<file path="config.mk">
export PLATFORM = sky130hd
export DESIGN_NAME = fetch_stage
export DESIGN_NICKNAME = d
export VERILOG_FILES = /design/src/rtl/mips_fetch_pkg.sv /design/src/rtl/if_id_reg.sv /design/src/rtl/fetch_stage.sv
export SDC_FILE = /design/constraint.sdc
export NUM_CORES = 1
export LEC_CHECK = 0
export CAP_MARGIN = 20
export CORE_MARGIN = 10
export CORE_UTILIZATION = 40
export CTS_CLUSTER_DIAMETER = 30
export DETAILED_ROUTE_END_ITERATION = 16
export PLACE_DENSITY = 0.76
export SLEW_MARGIN = 20
export SYNTH_ARGS = -nofsm -noshare
export SYNTH_HDL_FRONTEND = slang
export SYNTH_SLANG_ARGS = --single-unit
</file>
<file path="constraint.sdc">
create_clock -name clk -period 3.9 [get_ports clk]
set_input_delay 0.78 -clock clk [delete_from_list [all_inputs] [get_ports clk]]
set_output_delay 0.78 -clock clk [all_outputs]
set_load 0.1 [all_outputs]
</file>
<file path="src/rtl/mips_fetch_pkg.sv">
`default_nettype none
// ============================================================================
//  Module      : mips_fetch_pkg
//  Description : Shared constants for the instruction-fetch stage:
//                next-PC select encodings, the bubble instruction word and
//                the default reset PC.
//  Revision    : 1.0 - initial release
// ============================================================================
package mips_fetch_pkg;

    // Next-PC select encodings driven by the control/hazard logic
    localparam logic [1:0] PC_SRC_SEQ = 2'b00;
    localparam logic [1:0] PC_SRC_BR  = 2'b01;
    localparam logic [1:0] PC_SRC_J   = 2'b10;
    localparam logic [1:0] PC_SRC_JR  = 2'b11;

    // sll $0,$0,0 - the canonical MIPS no-op used as a pipeline bubble
    localparam logic [31:0] C_NOP_INSTR = 32'h0000_0000;

    // Default PC after reset; must be word aligned
    localparam logic [31:0] C_RESET_PC  = 32'h0000_0000;

endpackage : mips_fetch_pkg
`default_nettype wire

</file>
<file path="src/rtl/if_id_reg.sv">
`default_nettype none
// ============================================================================
//  Module      : if_id_reg
//  Description : IF/ID pipeline register. Flush inserts a bubble and has
//                priority over stall; stall holds every field.
//                Optional macro FETCH_ALIGN_CHECK_EN adds a misalign field.
//  Revision    : 1.0 - initial release
// ============================================================================
module if_id_reg
    import mips_fetch_pkg::*;
#(
    parameter logic [31:0] NOP_INSTR = C_NOP_INSTR
) (
    input  logic        clk,
    input  logic        rst,
    input  logic        i_flush,
    input  logic        i_stall,
    input  logic [31:0] i_instr,
    input  logic [31:0] i_pc_plus4,
`ifdef FETCH_ALIGN_CHECK_EN
    input  logic        i_misalign,
    output logic        o_misalign,
`endif
    output logic [31:0] o_instr,
    output logic [31:0] o_pc_plus4,
    output logic        o_valid
);

    logic [31:0] r_instr;
    logic [31:0] r_pc_plus4;
    logic        r_valid;

    // Capture the fetched word; flush beats stall, stall holds everything
    always_ff @(posedge clk or posedge rst) begin
        if (rst) begin
            r_instr    <= NOP_INSTR;
            r_pc_plus4 <= 32'd0;
            r_valid    <= 1'b0;
        end else if (i_flush) begin
            r_instr    <= NOP_INSTR;
            r_pc_plus4 <= 32'd0;
            r_valid    <= 1'b0;
        end else if (!i_stall) begin
            r_instr    <= i_instr;
            r_pc_plus4 <= i_pc_plus4;
            r_valid    <= 1'b1;
        end
    end

    assign o_instr    = r_instr;
    assign o_pc_plus4 = r_pc_plus4;
    assign o_valid    = r_valid;

`ifdef FETCH_ALIGN_CHECK_EN
    logic r_misalign;

    // Misalign flag follows the same flush/stall priority as the instruction
    always_ff @(posedge clk or posedge rst) begin
        if (rst) begin
            r_misalign <= 1'b0;
        end else if (i_flush) begin
            r_misalign <= 1'b0;
        end else if (!i_stall) begin
            r_misalign <= i_misalign;
        end
    end

    assign o_misalign = r_misalign;
`endif

endmodule : if_id_reg
`default_nettype wire

</file>
<file path="src/rtl/fetch_stage.sv">
`default_nettype none
// ============================================================================
//  Module      : fetch_stage
//  Description : Instruction-fetch stage. Holds the PC, selects the next PC
//                (sequential / branch / jump / jump-register), drives the
//                instruction memory address and loads the IF/ID register.
//                Optional macro FETCH_ALIGN_CHECK_EN: clears target bits
//                [1:0] and reports the event on misalign_d.
//  Revision    : 1.0 - initial release
// ============================================================================
module fetch_stage
    import mips_fetch_pkg::*;
#(
    parameter logic [31:0] RESET_PC  = C_RESET_PC,
    parameter logic [31:0] NOP_INSTR = C_NOP_INSTR
) (
    input  logic        clk,
    input  logic        reset,
    input  logic        stall_f,
    input  logic        flush_d,
    input  logic [1:0]  pc_src,
    input  logic [31:0] branch_target,
    input  logic [31:0] jump_target,
    input  logic [31:0] jr_target,
    output logic [31:0] imem_addr,
    input  logic [31:0] imem_rd,
    output logic [31:0] pc_f,
    output logic [31:0] instr_d,
    output logic [31:0] pc_plus4_d,
`ifdef FETCH_ALIGN_CHECK_EN
    output logic        misalign_d,
`endif
    output logic        valid_d
);

    logic [31:0] r_pc;
    logic [31:0] w_pc_plus4;
    logic [31:0] w_target;
    logic        w_redirect;
    logic [31:0] w_pc_next;

    // Sequential successor wraps naturally modulo 2^32
    assign w_pc_plus4 = r_pc + 32'd4;

    // Select the redirect target requested by pc_src
    always_comb begin
        w_target   = branch_target;
        w_redirect = 1'b1;
        case (pc_src)
            PC_SRC_SEQ: begin
                w_target   = w_pc_plus4;
                w_redirect = 1'b0;
            end
            PC_SRC_BR:  w_target = branch_target;
            PC_SRC_J:   w_target = jump_target;
            PC_SRC_JR:  w_target = jr_target;
            default:    w_target = w_pc_plus4;
        endcase
    end

`ifdef FETCH_ALIGN_CHECK_EN
    logic w_misaligned;
    logic r_misalign_f;

    // A redirect to a non-word address is forced to the enclosing word
    assign w_misaligned = w_redirect && (w_target[1:0] != 2'b00);
    assign w_pc_next    = {w_target[31:2], 2'b00};

    // Flag stays with the PC it describes until the PC moves on
    always_ff @(posedge clk or posedge reset) begin
        if (reset) begin
            r_misalign_f <= 1'b0;
        end else if (!stall_f) begin
            r_misalign_f <= w_misaligned;
        end
    end
`else
    // Targets load unmodified; the instruction memory ignores bits [1:0]
    assign w_pc_next = w_target;
`endif

    // Program counter: holds on stall, otherwise advances to the next PC
    always_ff @(posedge clk or posedge reset) begin
        if (reset) begin
            r_pc <= RESET_PC;
        end else if (!stall_f) begin
            r_pc <= w_pc_next;
        end
    end

    assign pc_f      = r_pc;
    assign imem_addr = r_pc;

    if_id_reg #(
        .NOP_INSTR  (NOP_INSTR)
    ) u_if_id_reg (
        .clk        (clk),
        .rst        (reset),
        .i_flush    (flush_d),
        .i_stall    (stall_f),
        .i_instr    (imem_rd),
        .i_pc_plus4 (w_pc_plus4),
`ifdef FETCH_ALIGN_CHECK_EN
        .i_misalign (r_misalign_f),
        .o_misalign (misalign_d),
`endif
        .o_instr    (instr_d),
        .o_pc_plus4 (pc_plus4_d),
        .o_valid    (valid_d)
    );

endmodule : fetch_stage
`default_nettype wire

</file>
# Word level (Yosys, flattened, before mapping)

Cells that the tools add are included.
Widths: inputs -> output; s select.

Word-level logic and storage cells: 17
Output and inout port bits: 129
Bits in registers: 97
Bits of input ports: 134

Equality and inequality tests: 4
$add $sub $neg: 1
Multiplexer cells: 7
Reductions and logical operators: 1

Operators with widths:

| cell                  | number |
|---|---|
| $mux 32               | 4 |
| $pmux 32 s4           | 1 |
| $add 32x3->32 const B | 1 |
| $eq 2x2->1 const B    | 2 |
| $eq 2x1->1 const B    | 1 |
| $logic_not 2->1       | 1 |
| $mux 1                | 2 |
| $ne 2x1->1 const B    | 1 |

# Depth between registers and ports, before layout

Depth after elaboration: 3
Gate-level depth with buffers: 7
Depth with buffers taken out: 5

# Hierarchy

Synthesis repeated with hierarchy kept, for this count alone.

Cells, all modules: 599
Area total of the unflattened synthesis: 5938.2 um^2

By module, submodules not included:

| module      | times used | area an instance (um^2) | sequential area each (um^2) | cells each |
|---|---|---|---|---|
| fetch_stage | 1          | 3296.9                  | 800.8                       | 389 |
| if_id_reg   | 1          | 2641.3                  | 1626.6                      | 210 |

# Least setup slack after synthesis

No wires, ideal clock.

Path type: reg2reg
From: reg r_pc[5] (netlist: imem_addr[5])
To: reg r_pc[23] (netlist: imem_addr[23])
Clock period less this slack: 2.847 ns
Data required time: 3.773 ns
Buffers on the path: 1
Slack: 1.053 ns
Setup time: 0.127 ns
Data arrival time: 2.720 ns
Cell stages (with the launch flop): 6
Cells stage by stage: dfrtp_1 clkbuf_8 nand4_4 or4_4 or3_1 a311o_2

Cells in the longest elaborated chain, start to end: 2

Ends and longest elaborated chain:

| element                | line              | RTL |
|---|---|---|
| from (decl)            | fetch_stage.sv:36 | `logic [31:0] r_pc;` |
| from (signal assigned) | fetch_stage.sv:87 | `r_pc <= w_pc_next;` |
| $add 32x3->32          | fetch_stage.sv:43 | `assign w_pc_plus4 = r_pc + 32'd4;` |
| $pmux 32 s4            | fetch_stage.sv:49 | `case (pc_src)` |

Every way passes these cells.
A chain may end at the register's enable or synchronous reset.

# Worst setup path in the final report

From: reg r_pc[5] (netlist: imem_addr[5])
To: out pc_f[5]

RTL lines:

| element   | line              | RTL |
|---|---|---|
| to (decl) | fetch_stage.sv:27 | `output logic [31:0] pc_f,` |

No word-level cell between the ends.

==> implementation parameters <==
Parameter                              Value

Placement
  Gp weighted congestion    0.8762
  HPWL after DPL    16,630 um
  Quantity of I/O buffers inserted on ports    262
  Setup slack at placement    1.105 ns

Drt
  Post-route antenna net violation count    0
  Initial drt markers    518
  Routed via count    6,004
  Total Wirelength    22,430 um
  DR WL/cell    21.56 um
  Count of TritonRoute iterations in the first routing pass    5
  # DRC    0
  Vias per cell    5.773

CTS
  H-tree levels    3
  CTS tree    built
  Clock Pin Slew Worst Setup and Hold Paths    0.07 ns
  # Post-CTS Setup Buffers    0
  Hold bufs inserted after CTS    0
  TritonCTS Buffers    9
  CTS Root Cell    sky130_fd_sc_hd__clkbuf_16
  Sink Count    97
  Post_cts resized    0
  Deepest clock path buffer count    2
  Later-pin clock latency in the skew report    0.36 ns

Layout
  Count of fill cells added during filler insertion    1,326
  Fraction of final layout cells with drive strength greater than 1    0.06816
  Area growth from synthesis to layout    42.83%
  Final net count    981

Status
  Run status    complete, no violations

Pwr
  Share of power burned in registers    0.302
  Share of total power consumed by net switching    0.5049
  Combinational cell fraction of total power    0.489
  Total power per unit cell area    478.1 mW/mm2
  Standby leakage power    3.612 nW
  Worst vdd ir    425.5 uV
  Part of the total power dissipated in the clock network    0.209
  Total internal power    2.099 mW
  Switching power of the nets    2.140 mW

Timing
  Total Negative Setup Slacks    0 ns
  Final Slew Violations    0
  Fin Clk Skew    0.01004 ns
  Transition at the pin with the smallest max-transition slack    1.084 ns
  Worst relative slew slack    0.2769
  Period utilisation layout    0.7630
  Worst Slack Setup Final    0.9244 ns
  RSZ-0062 raised after global routing    no
  Number of setup violations in the final report    0
  Achievable clock frequency    336.1 MHz
  Final period demand of the worst path    2.976 ns
  Fin. Hold Viols    0

Global routing
  Antenna violations before repair    0
  Global-route total usage across every layer    0.2080
  Maximum number of pins on one net before global-route repair    61
  Global-route wire length before repair    33,930 um
  Number of global-route vias before repair    5,865
  Total gr overflow    0

Worst setup path
  Worst Path Buf+Inv    1
  Startpoint types    flip-flop
  Slowest cell on crit path    sky130_fd_sc_hd__clkdlybuf4s50_1
  R2R cell count    5
  Reg2Reg Launch Point    imem_addr[2]
  Worst setup path category    reg -> out
  Worst EP arrival    2.20 ns
  Crit. End Element    primary output
  Reg2Reg Capture Point    imem_addr[30]
  Worst-case register-to-register setup slack    1.35 ns
  Crit path largest cell delay    1.23 ns
  Data required time of the worst path    3.12 ns
  Cells traversed along the worst timing path    clkdlybuf4s50_1
  Top fanout value on the critical path    11
  Category of cells accounting for the largest share of critical-path delay    buffers and inverters

Die
  Die outline height    144.6 um
  Effective utilization at floorplan    0.4084
  Die area    0.02090 mm2
  Die X-Extent    144.6 um
  Ports    263
  Std-Cell Rows    45
  Area of the placeable core    0.01520 mm2

Synthesis
  Most numerous cell types in the synthesized netlist    sky130_fd_sc_hd__dfrtp_1, sky130_fd_sc_hd__nor2_1, sky130_fd_sc_hd__mux2i_1, sky130_fd_sc_hd__clkbuf_1, sky130_fd_sc_hd__nand2_1
  Mapped Cells    658
  Most common cell in the synthesized netlist    sky130_fd_sc_hd__dfrtp_1
  Average cell area after synthesis    9.435 um2
  Yosys Warn Count    0
  Top_reg_cell synth    sky130_fd_sc_hd__dfrtp_1
  Async set or reset register ratio after synthesis    1.000
  Cell type contributing the most total cell area after synthesis    sky130_fd_sc_hd__dfrtp_1
  Seq/Total Area, Yosys    0.3910
  Yosys reg bits    97
  Count of cell types in the netlist    69
  Number of flops mapped to enable cells by yosys    0
  Area share of the largest cell type after synthesis    0.3910
  Post-Syn Area    0.006208 mm2
  Main area contributors after synthesis    sky130_fd_sc_hd__dfrtp_1, sky130_fd_sc_hd__mux2i_1, sky130_fd_sc_hd__nor2_1, sky130_fd_sc_hd__buf_4, sky130_fd_sc_hd__a311oi_1
  Post-synth net total    793

Job
  Maximum Capacitance Violations    0

Hold path
  Start point of the worst min-delay path    u_if_id_reg.o_valid
  Capture endpoint of the worst hold path    u_if_id_reg.o_valid
  Min-Delay Path Class    reg -> reg
  Hold Crit Depth    1
-- sequential cells by signal, indices dropped and copies added, names as in the netlist --
signal                  flops
u_if_id_reg.o_valid         1
u_if_id_reg.o_pc_plus4     32
u_if_id_reg.o_instr        32
imem_addr                  32
-- cell type report --
cell class              count  area (um2)  area share
inverters                  15       58.81    0.006632
multi-input cells         453        3169      0.3574
clock inverters             7       58.81    0.006632
well taps                 188       235.2     0.02653
flip-flops and latches     97        2427      0.2737
diodes                      1       2.502   0.0002822
repair buffers            270        2690      0.3034
clock buffers               9       225.2     0.02540
-- worst max-delay path by stage --
stage	cells after the start	slack, ns	end	from
after floorplan	1	0.59	imem_addr[0]	reset
after global placement	5	1.11	imem_addr[30]	pc_src[0]
after detailed placement	5	1.11	imem_addr[30]	pc_src[0]
after CTS	1	0.91	imem_addr[20]	imem_addr[20]
after global routing	1	0.85	imem_addr[27]	imem_addr[27]
final	1	0.92	pc_f[5]	imem_addr[5]
-- power by group through the flow --
stage	clock network, mW	registers (mW)	logic (mW)
floorplan	0	1.98	0.895
global route	0.933	1.31	2.15
finish	0.885	1.28	2.07
global placement	0	1.30	2.07
detailed placement	0	1.30	2.08
CTS	0.896	1.28	2.08
-- cell usage in the layout (no fill, tap or decap), drive strengths merged, types with 4 or more instances in the layout --
cell and n:
clkdlybuf4s50 258, dfrtp 97, nor2 74, mux2i 64, nand2 36, nand3 23
a21oi 19, inv 19, o21ai 18, a211oi 17, a311oi 17, nor4 15
a2bb2oi 14, nand4 14, buf 12, and3 11, nor3 11, a2111oi 11
nor2b 9, clkbuf 9, mux2 8, or4 8, xnor2 6, or3 6
and4 6, and2 5, mux4 5, xor2 4, a22oi 4
-- through the flow --
step | area (um2) | std cells | hold WS [ns] | util | power [mW]
final | 8867 | 1040 | 0.4851 | 0.5833 | 4.239
after CTS | 8865 | 1039 | 0.4875 | 0.5831 | 4.259
after floorplan | 6208 | 658 | 0.9330 | - | 2.872
after global routing | 8865 | 1039 | 0.5034 | 0.5831 | 4.387
after global placement | 8581 | 1023 | 0.4618 | 0.5644 | 3.368
after detailed placement | 8581 | 1023 | 0.4702 | 0.5644 | 3.377
-- routing by layer --
metal | part of all wire | GRT usage
met5 | 0 | 0
met1 | 0.40 | 0.2633
met4 | 0.021 | 0.07394
met3 | 0.079 | 0.04493
met2 | 0.50 | 0.3414
-- kinds of logic after synthesis --
kind of cell / count (synthesis) / share of synthesized area
mux: 77 / 0.1358
xor+xnor: 10 / 0.01411
compound gates: 139 / 0.1705
fa+ha+maj: 1 / 0.002015
simple gates: 226 / 0.1876
flops: 97 / 0.3910
buf+inv: 108 / 0.09895
Power figures use the tool's default switching activity.
